**src/rtl/txn_done_multi_if.sv**
```systemverilog
// rtl/txn_done_multi_if.sv - control, handshake and status bundle for txn_done_multi
interface txn_done_multi_if #(
   parameter int NUM_CH = 2,
   parameter int CNT_W  = 8
);
   logic              start;
   logic [CNT_W-1:0]  target;
   logic              clear;
   logic [NUM_CH-1:0] valid;
   logic [NUM_CH-1:0] ready;
   logic              busy;
   logic [NUM_CH-1:0] ch_done;
   logic              all_done;
   logic              overflow;

   modport master (
      output start, target, clear, valid, ready,
      input  busy, ch_done, all_done, overflow
   );

   modport slave (
      input  start, target, clear, valid, ready,
      output busy, ch_done, all_done, overflow
   );
endinterface

```
**src/rtl/txn_done_multi.sv**
```systemverilog
// rtl/txn_done_multi.sv - counts per-channel handshakes to a latched target and flags group completion
module txn_done_multi #(
   parameter int NUM_CH    = 2,
   parameter int CNT_W     = 8,
   parameter bit COMB_DONE = 1'b1
) (
   input  logic              clk,
   input  logic              reset,
   txn_done_multi_if.slave   bus
);
   typedef enum logic [1:0] {IDLE, ARMED, DONE} state_t;

   state_t            state;
   logic [CNT_W-1:0]  target_q;
   logic [CNT_W-1:0]  tgt_m1;
   logic [CNT_W-1:0]  cnt [NUM_CH];
   logic [NUM_CH-1:0] done_ff;
   logic [NUM_CH-1:0] hs;
   logic [NUM_CH-1:0] done_set;
   logic [NUM_CH-1:0] done_nxt;
   logic [NUM_CH-1:0] comb_hit;
   logic [NUM_CH-1:0] ch_done;
   logic              overflow_q;
   logic              busy_q;

   // done_set marks channels whose handshake this cycle is the final beat
   always_comb begin
      hs     = bus.valid & bus.ready;
      tgt_m1 = target_q - 1'b1;
      for (int i = 0; i < NUM_CH; i++) begin
         done_set[i] = hs[i] & ~done_ff[i] & (cnt[i] == tgt_m1);
      end
      done_nxt = done_ff | done_set;
      comb_hit = '0;
      if (COMB_DONE && (state == ARMED) && !bus.clear) begin
         comb_hit = done_set;
      end
   end

   always_ff @(posedge clk or posedge reset) begin
      if (reset) begin
         state      <= IDLE;
         target_q   <= '0;
         done_ff    <= '0;
         overflow_q <= 1'b0;
         busy_q     <= 1'b0;
         for (int i = 0; i < NUM_CH; i++) cnt[i] <= '0;
      end else if (bus.clear) begin
         state      <= IDLE;
         done_ff    <= '0;
         overflow_q <= 1'b0;
         busy_q     <= 1'b0;
         for (int i = 0; i < NUM_CH; i++) cnt[i] <= '0;
      end else begin
         case (state)
            IDLE: begin
               if (bus.start) begin
                  target_q <= bus.target;
                  if (bus.target == '0) begin
                     state   <= DONE;
                     done_ff <= '1;
                  end else begin
                     state  <= ARMED;
                     busy_q <= 1'b1;
                  end
               end
            end
            ARMED: begin
               for (int i = 0; i < NUM_CH; i++) begin
                  if (hs[i] && !done_ff[i]) cnt[i] <= cnt[i] + 1'b1;
               end
               done_ff <= done_nxt;
               if (|(hs & done_ff)) overflow_q <= 1'b1;
               if (&done_nxt) begin
                  state  <= DONE;
                  busy_q <= 1'b0;
               end
            end
            DONE: begin
               if (|(hs & done_ff)) overflow_q <= 1'b1;
            end
            default: begin
               state  <= IDLE;
               busy_q <= 1'b0;
            end
         endcase
      end
   end

   assign ch_done      = done_ff | comb_hit;
   assign bus.ch_done  = ch_done;
   assign bus.all_done = &ch_done;
   assign bus.busy     = busy_q;
   assign bus.overflow = overflow_q;
endmodule

```
**src/flat_wrapper.sv**
```systemverilog
// flat-port wrapper written by rule: the top's interface ports become plain ports
module txn_done_multi_flat 
#(
   parameter int NUM_CH    = 2,
   parameter int CNT_W     = 8,
   parameter bit COMB_DONE = 1'b1
)
  (clk, reset, bus_start, bus_target, bus_clear, bus_valid, bus_ready, bus_busy, bus_ch_done, bus_all_done, bus_overflow);
  txn_done_multi_if #(.NUM_CH(NUM_CH), .CNT_W(CNT_W)) bus_i ();
  input  logic clk;
  input  logic reset;
  input wire logic [$bits(bus_i.start)-1:0] bus_start;
  input wire logic [$bits(bus_i.target)-1:0] bus_target;
  input wire logic [$bits(bus_i.clear)-1:0] bus_clear;
  input wire logic [$bits(bus_i.valid)-1:0] bus_valid;
  input wire logic [$bits(bus_i.ready)-1:0] bus_ready;
  output wire logic [$bits(bus_i.busy)-1:0] bus_busy;
  output wire logic [$bits(bus_i.ch_done)-1:0] bus_ch_done;
  output wire logic [$bits(bus_i.all_done)-1:0] bus_all_done;
  output wire logic [$bits(bus_i.overflow)-1:0] bus_overflow;
  assign bus_i.start = bus_start;
  assign bus_i.target = bus_target;
  assign bus_i.clear = bus_clear;
  assign bus_i.valid = bus_valid;
  assign bus_i.ready = bus_ready;
  assign bus_busy = bus_i.busy;
  assign bus_ch_done = bus_i.ch_done;
  assign bus_all_done = bus_i.all_done;
  assign bus_overflow = bus_i.overflow;
  txn_done_multi #(.NUM_CH(NUM_CH), .CNT_W(CNT_W), .COMB_DONE(COMB_DONE)) u_core (.clk(clk), .reset(reset), .bus(bus_i));
endmodule
```
**config.mk**
```make
export PLATFORM = sky130hd
export DESIGN_NAME = txn_done_multi_flat
export DESIGN_NICKNAME = d
export VERILOG_FILES = /design/src/rtl/txn_done_multi_if.sv /design/src/rtl/txn_done_multi.sv /design/src/flat_wrapper.sv
export SDC_FILE = /design/constraint.sdc
export NUM_CORES = 1
export LEC_CHECK = 0
export CAP_MARGIN = 30
export CORE_ASPECT_RATIO = 2
export CORE_MARGIN = 10
export CORE_UTILIZATION = 56
export DETAILED_ROUTE_END_ITERATION = 8
export HOLD_SLACK_MARGIN = 0.12
export PLACE_DENSITY = 0.84
export SLEW_MARGIN = 5
export SYNTH_ARGS = -nofsm -noshare
export SYNTH_HDL_FRONTEND = slang
export SYNTH_SLANG_ARGS = --single-unit
```
**constraint.sdc**
```tcl
create_clock -name clk -period 2.6 [get_ports clk]
set_input_delay 0.52 -clock clk [delete_from_list [all_inputs] [get_ports clk]]
set_output_delay 0.52 -clock clk [all_outputs]
set_load 0.02 [all_outputs]
```
==> results of run 1 <==
metrics by stage:
| step | instance area [sq um] | total power [mW] | setup WS [ns] |
|---|---|---|---|
| finish | 2610 | 2.38 | -0.277 |
| global route | 2610 | 2.50 | -0.360 |
| CTS | 2580 | 2.31 | -0.215 |
| detailed placement | 2460 | 1.86 | -0.718 |
| global placement | 2460 | 1.83 | -0.690 |
| floorplan | 1970 | 1.37 | 0.0129 |
cell families after synthesis:
kind of cell	Yosys count
fa+ha+maj	6
simple gates	69
flops	30
buf+inv	21
mux	10
xor+xnor	31
compound gates	34
layout by cell type (no fill, tap or decap), types with 5 or more instances in the layout:
cell type | synthesis | final
a21oi_1 | 10 | 10
buf_4 | 0 | 39
clkbuf_8 | 0 | 6
clkdlybuf4s50_1 | 0 | 17
dfrtp_1 | 30 | 29
ha_1 | 6 | 5
inv_1 | 13 | 11
mux2_2 | 8 | 8
nand2_1 | 9 | 9
nand3_1 | 5 | 5
nand4_1 | 5 | 5
nor2_1 | 26 | 26
o21ai_0 | 6 | 6
xnor2_1 | 14 | 13
xor2_1 | 13 | 13
how the worst max path moves through the flow:
stage	slack, ns	end	cells after the start	from
after floorplan	0.01	bus_all_done	9	u_core.target_q[0]
after global placement	-0.69	bus_all_done	8	bus_valid[0]
after detailed placement	-0.72	bus_all_done	8	bus_valid[0]
after CTS	-0.22	bus_all_done	9	u_core.target_q[1]
after global routing	-0.36	bus_all_done	9	u_core.target_q[0]
final	-0.28	bus_all_done	9	u_core.target_q[0]
synth_stat cells, types with 2 or more instances:
cell type	count	area [sq um]
a211oi_1	3	22.5
a21o_1	2	15.0
a21oi_1	10	50.1
a31o_1	2	17.5
and2_1	2	12.5
and3_2	2	15.0
buf_2	2	10.0
clkbuf_1	6	22.5
dfrtp_1	30	751
ha_1	6	75.1
inv_1	13	48.8
mux2_2	8	90.1
mux2i_1	2	20.0
nand2_1	9	33.8
nand3_1	5	25.0
nand4_1	5	31.3
nor2_1	26	97.6
nor4_1	4	25.0
o21ai_0	6	30.0
or3_1	2	12.5
xnor2_1	14	123
xnor3_1	3	67.6
xor2_1	13	114
critical path: cells and delay by family (launching register included):
kind                       cells  cell delay (ns)
AOI/OAI and AO/OA              1             0.19
xor gates and xnor gates       1             0.14
adders and majority gates      1             0.22
buffers and inverters          2             0.18
DFF                            1             0.39
and+or+nand+nor                4             0.96
power breakdown:
part	switching [mW]	leakage (nW)	total, mW	internal, mW
Combinational	0.615	0.746	1.33	0.716
Clock	0.175	0.0482	0.388	0.213
Sequential	0.0998	0.395	0.659	0.559
Total	0.889	1.19	2.38	1.49
cell type report:
class                   count  area, sq um
flip-flops and latches     30          752
multi-input cells         150         1190
fillers                   224          766
clock inverters             1         5.00
inverters                  13         48.8
repair buffers             59          490
clock buffers               7         86.3
well taps                  32         40.0
registers in the layout, summed over array words and instances, names as in the netlist:
| signal | count |
|---|---|
| u_core.target_q | 8 |
| u_core.state | 2 |
| u_core.cnt | 16 |
| u_core.bus.busy | 1 |
| u_core.done_ff | 2 |
| u_core.bus.overflow | 1 |
timing repair:
item | in CTS | in global routing
buffers inserted | 0 | 2
pin swaps | 7 | 6
resized for setup | 20 | 2
gates cloned | 0 | 0
endpoints found under the setup margin | 3 | 3
per-layer routing:
metal / global-route usage [%] / wire length, um / vias up
met2: 30.0 / 3030 / 55
met5: 0 / 0 / -
met1: 16.9 / 1850 / 851
li1: - / - / 818
met3: 4.28 / 221 / 23
met4: 11.3 / 264 / 0
==> impl_metrics.ini, run 1 <==
[status]
status = complete, but fails checks
violations = negative setup slack

[detailed_routing]
wl_um = 5360
drtPass1Iterations = 4
wl_per_cell_um = 18.4
ant_nets = 0
drc = 0
vias_per_cell = 5.98
vias = 1747
drt_iter0_markers = 90

[place]
dpl.cell_count = 282
place_congestion = 0.878
port_buffers = 20
place_hpwl_um = 3920

[yosys]
syn_area_per_cell_sq_um = 9.73
synth_cells = 201
synth_compound_area_share_pct = 12.0
synthAdderAreaFrac_pct = 3.84
synth_edf_count = 0
synthArstFlopShare_pct = 100
syn_nets = 223
ys.flop_type = dfrtp_1
synth_mux_area_share_pct = 5.63
synth-xor-area-share_pct = 16.8
ys_seq_elements = 30
synthSimpleGateAreaFrac_pct = 19.3
ys_types = 49
netlist_area_sq_um = 1960
seq_area_frac_synth_pct = 38.4
ys.warnings.count = 0
synth_top_family_by_area = simple AND/OR/NAND/NOR gates

[sta]
final_max_slew_viol_count = 0
skew_ns = 0.0110
setup-tns-final_ns = -0.636
fin_hold_ws_ns = 0.520
fin_crit_sh_pct = 111
hold_violations = 0
slew_headroom_pct = 74.3
grt_setup_unrepaired = yes
period_needed_ns = 2.88
tightest_slew_ns = 0.386
finalSetupViolations = 3
fmax_ghz = 0.348
setup_slack_ns = -0.277

[cells_and_area]
final_nets = 281
layout-drive-gt1-share_pct = 29.6
utilization_pct = 77.3
syn_to_final_growth_pct = 33.6
n_antenna_cell = 0
stdcell_count = 292

[global_route]
grt-ovfl-total = 0
grt_pass1_wl_um = 8580
first_global_vias = 1873
track_usage_pct = 17.4
antenna_found_initial = 0
grt_max_degree = 31

[worst_setup_path]
cp_slowest_cell = dfrtp_1
reg2reg_slack_ns = 0.23
start_kind = register
cp.arrival_ns = 2.36
r2r_cells = 8
crit_chain = inv_2 > ha_4 > xnor2_4 > nor4_4 > nand3_1 > nor4bb_2 > a21o_1 > and2_4 > buf_6
end_kind = output port
crit_required_ns = 2.08
max_stage_delay_ns = 0.39
r2r_start = u_core.target_q[0]
reg2reg_to = u_core.state[1]
path_class = reg -> out
path_max_fanout = 2

[clock_network]
cts_hold_buf = 0
clk_path_buf_depth = 2
cts_made_buffers = 5
clkTransAtPathRegs_ns = 0.06
clock-root-buffer = clkbuf_8
cts_tree = yes
clkLatencyLatePin_ns = 0.28
h-tree-depth = 2
clkSinkCount = 30

[run]
drv_cap = 0

[die]
die_area_sq_um = 6400
dieHeight_um = 104
core_sq_um = 3380
rows = 30
die_x_um = 61.8
start_util_pct = 57.9
boundaryPins = 21

[hold_path]
min-delay-start = u_core.bus.overflow
hp-class = reg -> reg
hold_path_depth = 2
min_to = u_core.bus.overflow

[power_and_ir_drop]
p_leak_nw = 1.19
irDropWorstVdd_uv = 694
powerDensity_nw_per_um2 = 910
No activity file was read; power rests on OpenSTA's default activity.
==> run 2: changes to the inputs <==
--- a/config.mk
+++ b/config.mk
@@ -8,10 +8,10 @@
 export CAP_MARGIN = 30
 export CORE_ASPECT_RATIO = 2
 export CORE_MARGIN = 10
-export CORE_UTILIZATION = 56
+export CORE_UTILIZATION = 60
 export DETAILED_ROUTE_END_ITERATION = 8
 export HOLD_SLACK_MARGIN = 0.12
-export PLACE_DENSITY = 0.84
+export PLACE_DENSITY = 0.89
 export SLEW_MARGIN = 5
 export SYNTH_ARGS = -nofsm -noshare
 export SYNTH_HDL_FRONTEND = slang
==> constraint.sdc (replaced) <==
create_clock -name clk -period 3.7 [get_ports clk]
set_input_delay 0.74 -clock clk [delete_from_list [all_inputs] [get_ports clk]]
set_output_delay 0.74 -clock clk [all_outputs]
set_load 0.02 [all_outputs]
==> run 2 against run 1 <==
  * Register-to-register slack improved by 0.98 ns
  * Sequential share of layout area up 3.4 points
  * The flow now finishes without violations
  * Largest power group unchanged
  * Cell count shrank 12%
  * Hold slack lost 0.0079 ns
  * Routed wire length fell by 12%
  * Via count shrank 7.7%
  * Design area is 11% lower
  * Non-clock buffer count shrank 34
  * Clock power decreased by 21%
  * Die area is 5.0% lower
  * Flip-flop and latch count is the same
  * Core utilization down 3.4 points
==> impl_metrics.ini, run 2 (synthesis gave the netlist of run 1 again) <==
[status]
status = finished clean

[sta]
setup-tns-final_ns = 0
period_needed_ns = 3.51
skew_ns = 0.00829
hold_violations = 0
fin_crit_sh_pct = 95.0
slew_headroom_pct = 73.5
final_max_slew_viol_count = 0
grt_setup_unrepaired = no
tightest_slew_ns = 0.397
finalSetupViolations = 0
fmax_ghz = 0.285

[detailed_routing]
wl_met1_um = 1580
drtPass1Iterations = 4
drt_iter0_markers = 57
wl_met3_um = 297
vias = 1612
wl_um = 4740
routed.top_layer = met4
wl_per_cell_um = 18.4
route.met2.wl_um = 2610
vias_per_cell = 6.27
ant_nets = 0
drc = 0

[hold_path]
min_to = u_core.bus.overflow
min-delay-start = u_core.bus.overflow
hp-class = reg -> reg
hold_path_depth = 2

[clock_network]
postCtsSetupBuffers = 0
cts_tree = yes
h-tree-depth = 2
clkLatencyLatePin_ns = 0.29
cts_made_buffers = 5
clkSinkCount = 30
clock-root-buffer = clkbuf_8
cts_hold_buf = 0
clkTransAtPathRegs_ns = 0.06
clk_path_buf_depth = 2

[worst_setup_path]
path_class = in -> out
reg2reg_to = u_core.state[1]
crit_chain = clkdlybuf4s50_1 > nand3b_1 > nor4_2 > o2111ai_1 > nor4_2 > a21o_1 > clkdlybuf4s50_1
reg2reg_slack_ns = 1.21
cp.arrival_ns = 2.77
cp_slowest_cell = clkdlybuf4s50_1
crit_required_ns = 2.96
r2r_start = u_core.target_q[1]
path_max_fanout = 2
r2r_cells = 8
start_kind = input port
max_stage_delay_ns = 0.61
end_kind = output port

[cells_and_area]
multi_input_area_sq_um = 1140
largest-register = u_core.cnt
syn_to_final_growth_pct = 19.3
reg_top3 = u_core.cnt: 16 flops, u_core.target_q: 8 flops
seq_area_sq_um = 751
final_common_cell = dfrtp_1
fillers = 206
layout-drive-gt1-share_pct = 15.0
n_antenna_cell = 0
final_nets = 247
final_cell_mix = dfrtp_1 (30), nor2_1 (26), clkdlybuf4s50_1 (18)
largest_reg_flops = 16

[power_and_ir_drop]
p_leak_nw = 1.04
irDropWorstVdd_uv = 588
powerDensity_nw_per_um2 = 616
power.total_mw = 1.44

[global_route]
track_usage_pct = 16.3
grt_max_degree = 31
grt_pass1_wl_um = 7710
grt-ovfl-total = 0
antenna_found_initial = 0
first_global_vias = 1754

[die]
boundaryPins = 21
rows = 29
die_x_um = 60.4
core_sq_um = 3160
start_util_pct = 62.0
dieHeight_um = 101
die_area_sq_um = 6080

[place]
port_buffers = 20
place_congestion = 0.899
place_hpwl_um = 3550

[run]
drv_cap = 0
run 2: worst max-delay path: cells and delay by family:
family                 cells  cell delay [ns]
AO/OA/AOI/OAI              2             0.37
buffers and inverters      2             1.09
AND/OR/NAND/NOR            3             0.57
run 2: through the flow:
| stage | instances | util (%) | instance area, sq um | setup WS [ns] | hold WS [ns] |
|---|---|---|---|---|---|
| global route | 257 | 73.9 | 2330 | 0.0659 | 0.559 |
| CTS | 257 | 73.6 | 2320 | 0.00414 | 0.522 |
| floorplan | 201 | - | 1960 | 0.810 | 0.525 |
| detailed placement | 249 | 69.7 | 2200 | -0.0845 | 0.506 |
| finish | 257 | 73.9 | 2330 | 0.186 | 0.513 |
| global placement | 249 | 69.7 | 2200 | -0.0384 | 0.479 |
run 2: layout make-up:
type / instances / share of cell area, %
inverters: 13 / 2.09
flip-flops and latches: 30 / 32.2
multi-input cells: 150 / 49.0
clock buffers: 8 / 4.72
repair buffers: 25 / 10.4
well taps: 31 / 1.66
run 2: repair_timing:
action | 4_1_cts | 5_1_grt
pin swaps | 0 | 0
gates resized for setup | 2 | 3
gates cloned | 0 | 0
setup endpoints to repair | 2 | 3
run 2: report_power, final:
| part | total, mW | switching, mW | leakage, nW | internal, mW |
|---|---|---|---|---|
| Clock | 0.308 | 0.121 | 0.0575 | 0.187 |
| Sequential | 0.493 | 0.102 | 0.396 | 0.391 |
| Combinational | 0.635 | 0.311 | 0.588 | 0.324 |
| Total | 1.44 | 0.534 | 1.04 | 0.902 |
run 2: how the worst max path moves through the flow:
stage          slack, ns               start              to
2_1_floorplan       0.81  u_core.target_q[0]    bus_all_done
3_3_place_gp       -0.04        bus_valid[0]    bus_all_done
3_5_place_dp       -0.08        bus_valid[0]    bus_all_done
4_1_cts            0.004        bus_valid[1]    bus_all_done
5_1_grt             0.07  u_core.target_q[1]  bus_ch_done[1]
6_report            0.19        bus_valid[1]  bus_ch_done[1]
run 2: routing by layer:
metal	global-route usage, %	up-vias
met5	0	-
met3	4.42	21
li1	-	756
met4	11.1	0
met1	15.6	771
met2	28.3	64
